--- src/rtl/pat_match_pkg.sv ---
// Shared constants and types for the programmable pattern detector.
// Optional match counter: define PAT_MATCH_CNT_EN.
package pat_match_pkg;

    localparam int DEF_DATA_W  = 8;
    localparam int DEF_MAX_LEN = 8;
    localparam int DEF_CNT_W   = 16;
    localparam int DEF_LEN_W   = $clog2(DEF_MAX_LEN) + 1;

    localparam logic TOGGLE_RST = 1'b1;

    typedef enum logic [1:0] {
        ST_FLUSHED,
        ST_FILLING,
        ST_ARMED
    } match_state_e;

    function automatic match_state_e state_of(
        input int unsigned fill,
        input int unsigned len
    );
        if (fill == 0)
            return ST_FLUSHED;
        else if (fill < len)
            return ST_FILLING;
        else
            return ST_ARMED;
    endfunction

endpackage

--- src/rtl/pat_window_cmp.sv ---
// Compares the newest len window symbols against the programmed pattern.
// Oldest window symbol lines up with pat[0].
module pat_window_cmp #(
    parameter int DATA_W  = 8,
    parameter int MAX_LEN = 8
) (
    input  logic [MAX_LEN-1:0][DATA_W-1:0] window,
    input  logic [MAX_LEN-1:0][DATA_W-1:0] pat,
    input  logic [$clog2(MAX_LEN):0]       len,
    output logic                           eq
);

    localparam int AW = $clog2(MAX_LEN);
    localparam int LW = AW + 1;

    logic [LW-1:0] idx;

    always_comb begin
        eq  = 1'b1;
        idx = '0;
        for (int i = 0; i < MAX_LEN; i++) begin
            idx = len - LW'(1) - LW'(i);
            if (LW'(i) < len && window[idx[AW-1:0]] != pat[i])
                eq = 1'b0;
        end
    end

endmodule

--- src/rtl/pat_match_fsm.sv ---
// Streaming detector for a runtime-programmable pattern.
// Match_cnt exists only when PAT_MATCH_CNT_EN is defined.
module pat_match_fsm
    import pat_match_pkg::*;
#(
    parameter int DATA_W  = DEF_DATA_W,
    parameter int MAX_LEN = DEF_MAX_LEN,
    parameter int CNT_W   = DEF_CNT_W
) (
    input  logic                       Clk,
    input  logic                       Rst_n,
    input  logic                       Data_valid,
    input  logic [DATA_W-1:0]          Data,
    input  logic                       Pat_we,
    input  logic [$clog2(MAX_LEN)-1:0] Pat_addr,
    input  logic [DATA_W-1:0]          Pat_char,
    input  logic                       Len_we,
    input  logic [$clog2(MAX_LEN):0]   Len_in,
    input  logic                       Overlap_en,
    input  logic                       Clr,
    output logic                       Match_pulse,
    output logic                       Match_toggle,
    output logic [CNT_W-1:0]           Match_cnt
);

    localparam int AW = $clog2(MAX_LEN);
    localparam int LW = AW + 1;

    logic [MAX_LEN-1:0][DATA_W-1:0] pat;
    logic [MAX_LEN-1:0][DATA_W-1:0] hist;
    logic [MAX_LEN-1:0][DATA_W-1:0] window;
    logic [LW-1:0]                  len;
    logic [LW-1:0]                  fill;
    logic [LW-1:0]                  fill_nxt;
    logic                           cfg_wr;
    logic                           accept;
    logic                           win_eq;
    logic                           hit;

    // window[0] is the incoming symbol, the rest is the old history
    assign window   = {hist[MAX_LEN-2:0], Data};
    assign fill_nxt = (fill == LW'(MAX_LEN)) ? fill : fill + LW'(1);
    assign cfg_wr   = Pat_we | Len_we;
    assign accept   = Data_valid & ~Clr & ~cfg_wr;
    assign hit      = accept & (len != '0) & (fill_nxt >= len) & win_eq;

    pat_window_cmp #(
        .DATA_W  (DATA_W),
        .MAX_LEN (MAX_LEN)
    ) u_cmp (
        .window (window),
        .pat    (pat),
        .len    (len),
        .eq     (win_eq)
    );

    always_ff @(posedge Clk or negedge Rst_n) begin
        if (!Rst_n) begin
            pat          <= '0;
            hist         <= '0;
            len          <= '0;
            fill         <= '0;
            Match_pulse  <= 1'b0;
            Match_toggle <= TOGGLE_RST;
        end else begin
            Match_pulse <= hit;
            if (hit)
                Match_toggle <= ~Match_toggle;
            if (Clr) begin
                fill <= '0;
            end else if (cfg_wr) begin
                if (Pat_we && {1'b0, Pat_addr} < LW'(MAX_LEN))
                    pat[Pat_addr] <= Pat_char;
                if (Len_we)
                    len <= (Len_in > LW'(MAX_LEN)) ? LW'(MAX_LEN) : Len_in;
                fill <= '0;
            end else if (Data_valid) begin
                hist <= window;
                fill <= (hit && !Overlap_en) ? '0 : fill_nxt;
            end
        end
    end

`ifdef PAT_MATCH_CNT_EN
    logic [CNT_W-1:0] cnt_q;

    always_ff @(posedge Clk or negedge Rst_n) begin
        if (!Rst_n)
            cnt_q <= '0;
        else if (Clr)
            cnt_q <= '0;
        else if (hit && cnt_q != '1)
            cnt_q <= cnt_q + CNT_W'(1);
    end

    assign Match_cnt = cnt_q;
`else
    assign Match_cnt = '0;
`endif

endmodule

--- config.mk ---
export PLATFORM = sky130hd
export DESIGN_NAME = pat_match_fsm
export DESIGN_NICKNAME = d
export VERILOG_FILES = /design/src/rtl/pat_match_pkg.sv /design/src/rtl/pat_window_cmp.sv /design/src/rtl/pat_match_fsm.sv
export SDC_FILE = /design/constraint.sdc
export NUM_CORES = 1
export LEC_CHECK = 0
export ABC_AREA = 1
export ABC_CLOCK_PERIOD_IN_PS = 2900
export CAP_MARGIN = 20
export CORE_MARGIN = 4
export CORE_UTILIZATION = 40
export CTS_BUF_LIST = sky130_fd_sc_hd__clkbuf_8 sky130_fd_sc_hd__clkbuf_16
export DETAILED_ROUTE_END_ITERATION = 16
export GPL_ROUTABILITY_DRIVEN = 0
export SLEW_MARGIN = 5
export SYNTH_ARGS = -nofsm -noshare
export SYNTH_HDL_FRONTEND = slang
export SYNTH_SLANG_ARGS = --single-unit
--- constraint.sdc ---
create_clock -name Clk -period 2.9 [get_ports Clk]
set_input_delay 0.29 -clock Clk [delete_from_list [all_inputs] [get_ports Clk]]
set_output_delay 0.29 -clock Clk [all_outputs]
set_load 0.03 [all_outputs]
==> results of run 1 <==
## path summary, 6_finish.rpt
kind / startpoint / end / slack [ns] / cells after the start
setup / recovery: len[0]$_DFFE_PN0P_ / fill[0]$_DFFE_PN0P_ / 0.15 / 19
hold / removal: Rst_n / hist[15]$_DFFE_PN0P_ / 0.42 / 2
setup reg to reg: len[0]$_DFFE_PN0P_ / fill[0]$_DFFE_PN0P_ / 0.15 / 19
hold reg to reg: Match_toggle$_DFFE_PN1P_ / Match_toggle$_DFFE_PN1P_ / 0.48 / 2
max in group asynchronous: Rst_n / pat[61]$_DFFE_PN0P_ / 1.62 / 3
min in group Clk: Len_in[2] / len[2]$_DFFE_PN0P_ / 0.44 / 3
## per-stage QoR
stage	setup slack [ns]	utilization	hold WS [ns]	total power [W]	cells
6_report	0.1521	0.4954	0.4247	0.008613	1862
5_1_grt	-0.02163	0.4954	0.4745	0.009255	1862
4_1_cts	0.00001754	0.4694	0.4220	0.008189	1837
3_5_place_dp	0.01241	0.4434	0.3376	0.005974	1806
3_3_place_gp	0.08506	0.4434	0.3370	0.005913	1806
2_1_floorplan	0.03777	-	-0.005591	0.004902	1516
## flip-flops by register name, indices dropped and copies added, names as in the netlist
name / cells
pat: 64
hist: 56
fill: 4
len: 4
Match_pulse: 1
Match_toggle: 1
## area by class of cell
type,instances,area (um2),share of cell area
inverters,132,508.0,0.04529
well taps,285,356.6,0.03179
clock inverters,11,123.9,0.01104
repair buffers,111,1257,0.1121
flip-flops and latches,130,3256,0.2902
multi-input cells,1174,5263,0.4692
clock buffers,19,452.9,0.04038
## cell usage after synthesis (all sizes together)
cell and number:
o21bai 1, o21ai 137, nand2 711, o21a 2, nor4 1, nand4 5
xnor2 2, dfstp 1, ha 9, nand3b 12, a21oi 18, conb 1
nand3 204, inv 132, dfrtp 129, clkbuf 24, nor2 50, nor3 1
a21o 2, buf 57, xor2 2
## layout by cell type, fill, tap and decap left out, types with 4 or more instances in the layout
cell / instances
clkbuf_16: 26
conb_1: 16
nand4_1: 5
a21oi_1: 18
inv_1: 132
ha_1: 7
nand3_1: 192
clkdlybuf4s50_1: 30
nand3b_1: 12
nand2_2: 28
buf_12: 12
nand3_2: 11
nor2_1: 48
nand2_1: 680
o21ai_0: 131
dfrtp_1: 128
o21ai_1: 4
buf_4: 54
## power breakdown
group	internal [W]	switching, W	leakage [nW]
Clock	0.00137	0.000823	0.305
Combinational	0.00150	0.00240	4.02
Sequential	0.00221	0.000325	1.62
## repair_timing
item                                    CTS  global route
endpoints found under the hold margin    60             0
buffers inserted                          0            15
hold buffers                              1             0
gates resized for setup                   0            70
endpoints found under the setup margin    0             6
## routing by layer
metal | track usage | wire length [um] | vias to the layer above
met5 | 0 | 0 | -
met1 | 0.3106 | 14120 | 4553
met3 | 0.03432 | 1671 | 45
met2 | 0.3649 | 14040 | 269
met4 | 0.06375 | 538 | 0
li1 | - | - | 4845
## kinds of logic (layout without fill, tap and decap cells)
logic type | Yosys count | in the layout
AO/OA/AOI/OAI | 160 | 160
AND/OR/NAND/NOR | 984 | 985
flip-flops | 130 | 130
XOR/XNOR | 4 | 4
buffers and inverters | 213 | 273
adder cells (fa/ha/maj) | 9 | 9
other | 1 | 16
==> metrics.md, run 1 <==
| Metric | Value |
|---|---|
| Pwr dens | 767.9 mW/mm2 |
| Core area | 0.02264 mm2 |
| Hold Vio Cnt, Final | 0 |
| ANT nets after route | 0 |
| Register area share after synthesis | 0.3531 |
| WL final | 30370 um |
| H-Tree Depth | 4 |
| Yosys top cell by area | dfrtp_1 |
| Ant. Diodes | 0 |
| Crit path max fanout | 18 |
| Slew Viols, Final | 0 |
| DR WL/cell | 16.31 um |
| Die X | 159.8 um |
| Pin count of the biggest net entering global routing | 117 |
| Slowest stage delay, CP | 0.40 ns |
| CTS tree | built |
| Hpwl dp | 20590 um |
| Post-route minimum period | 2.748 ns |
| Area Overhead vs Synth | 21.69% |
| Worst-margin pin slew | 0.7582 ns |
| # rows | 55 |
| Area contributors post-synth | dfrtp_1 (35%), nand2_1 (29%), nand3_1 (11%) |
| Synth Area in XOR/XNOR | 0.003801 |
| WP data required | 3.23 ns |
| Simple-Gate Fraction of Synth Area | 0.4388 |
| Clock latency on the worst-skew pair | 0.44 ns |
| Cell area after synthesis | 0.009218 mm2 |
| Arr. time, crit path | 3.07 ns |
| Multiplexer area fraction after synthesis | 0 |
| Design area | 0.01122 mm2 |
| Global-route wire length before repair | 46070 um |
| Final setup viols | 0 |
| Startpoint types | flip-flop |
| Starting density of the core | 0.4071 |
| Fillers | 2296 |
| Io pins | 48 |
| Critical path class | flip-flop to flip-flop |
| DRT iter0 DRCs | 904 |
| Worst path cell trace | clkinv_4 -> ha_4 -> inv_8 -> buf_4 -> clkbuf_16 -> nand3_1 -> nand3_1 -> nand2_1 -> nand2_1 -> nand2_1 -> nand3_1 -> nor2_1 -> nand2_1 -> nand2_1 -> nand2_1 -> o21bai_2 -> nand3_2 -> nand2_1 -> nand2_1 |
| Slew headroom | 0.4899 |
| Clk sinks | 130 |
| Synth cell types | 29 |
| Crit share post-route | 0.9476 |
| Port-buffer cells | 31 |
| #FFs+latches synth | 130 |
| Skew final | 0.008454 ns |
| TritonCTS Buffers | 17 |
| Sum Neg Setup Slack | 0 ns |
| Syn. warnings | 0 |
| Fmax | 363.9 MHz |
| CP delay by family, top | simple AND/OR/NAND/NOR gates |
| Die Height | 159.8 um |
| GRT Resource Usage Total | 0.2238 |
| Adder-cell share of the synthesized area | 0.01222 |
| Max Cap Viol | 0 |
| Antenna violations before repair | 0 |
| Root Buffer | clkbuf_16 |
| Largest family of logic cells by synthesized area | simple AND/OR/NAND/NOR gates |
| Crit-path most repeated cell | nand2_1 |
| Max clock buf depth | 2 |
| Total grt overflow | 0 |
| Placed instance area | 0.01004 mm2 |
| Compound-gate portion of the synthesized area | 0.08864 |
| Drc violations | 0 |
| Crit. End Element | flip-flop |
| Slowest cell on crit path | dfrtp_2 |
| Number of global-route vias before repair | 8829 |
| First-pass iteration count of the detailed router | 6 |
| Die area | 0.02554 mm2 |
| Worst hold path class | primary input to async pin |
| Yosys top cell area share | 0.3502 |
| Avg Synthesized Cell Area | 6.141 um2 |
| Nets@finish | 1605 |
| Outcome | completed |
| DR vias/cell | 5.216 |
| Leak | 5.938 nW |
| Routed vias | 9712 |
| Peak VDD IR | 0.0003997 V |
| Register clock-pin slew on the reported worst setup and hold paths | 0.06 ns |
| Layout cell share with drive strength beyond 1 | 0.1034 |
| Post-Synthesis Cells | 1501 |
| Buf/Inv on CP | 4 |
Power figures use the tool's default switching activity.
==> run 2: changes to the inputs <==
- SLEW_MARGIN: 5 -> not set
==> results of run 2 <==
The final DEF is identical to that of run 1; final timing and power are the same.
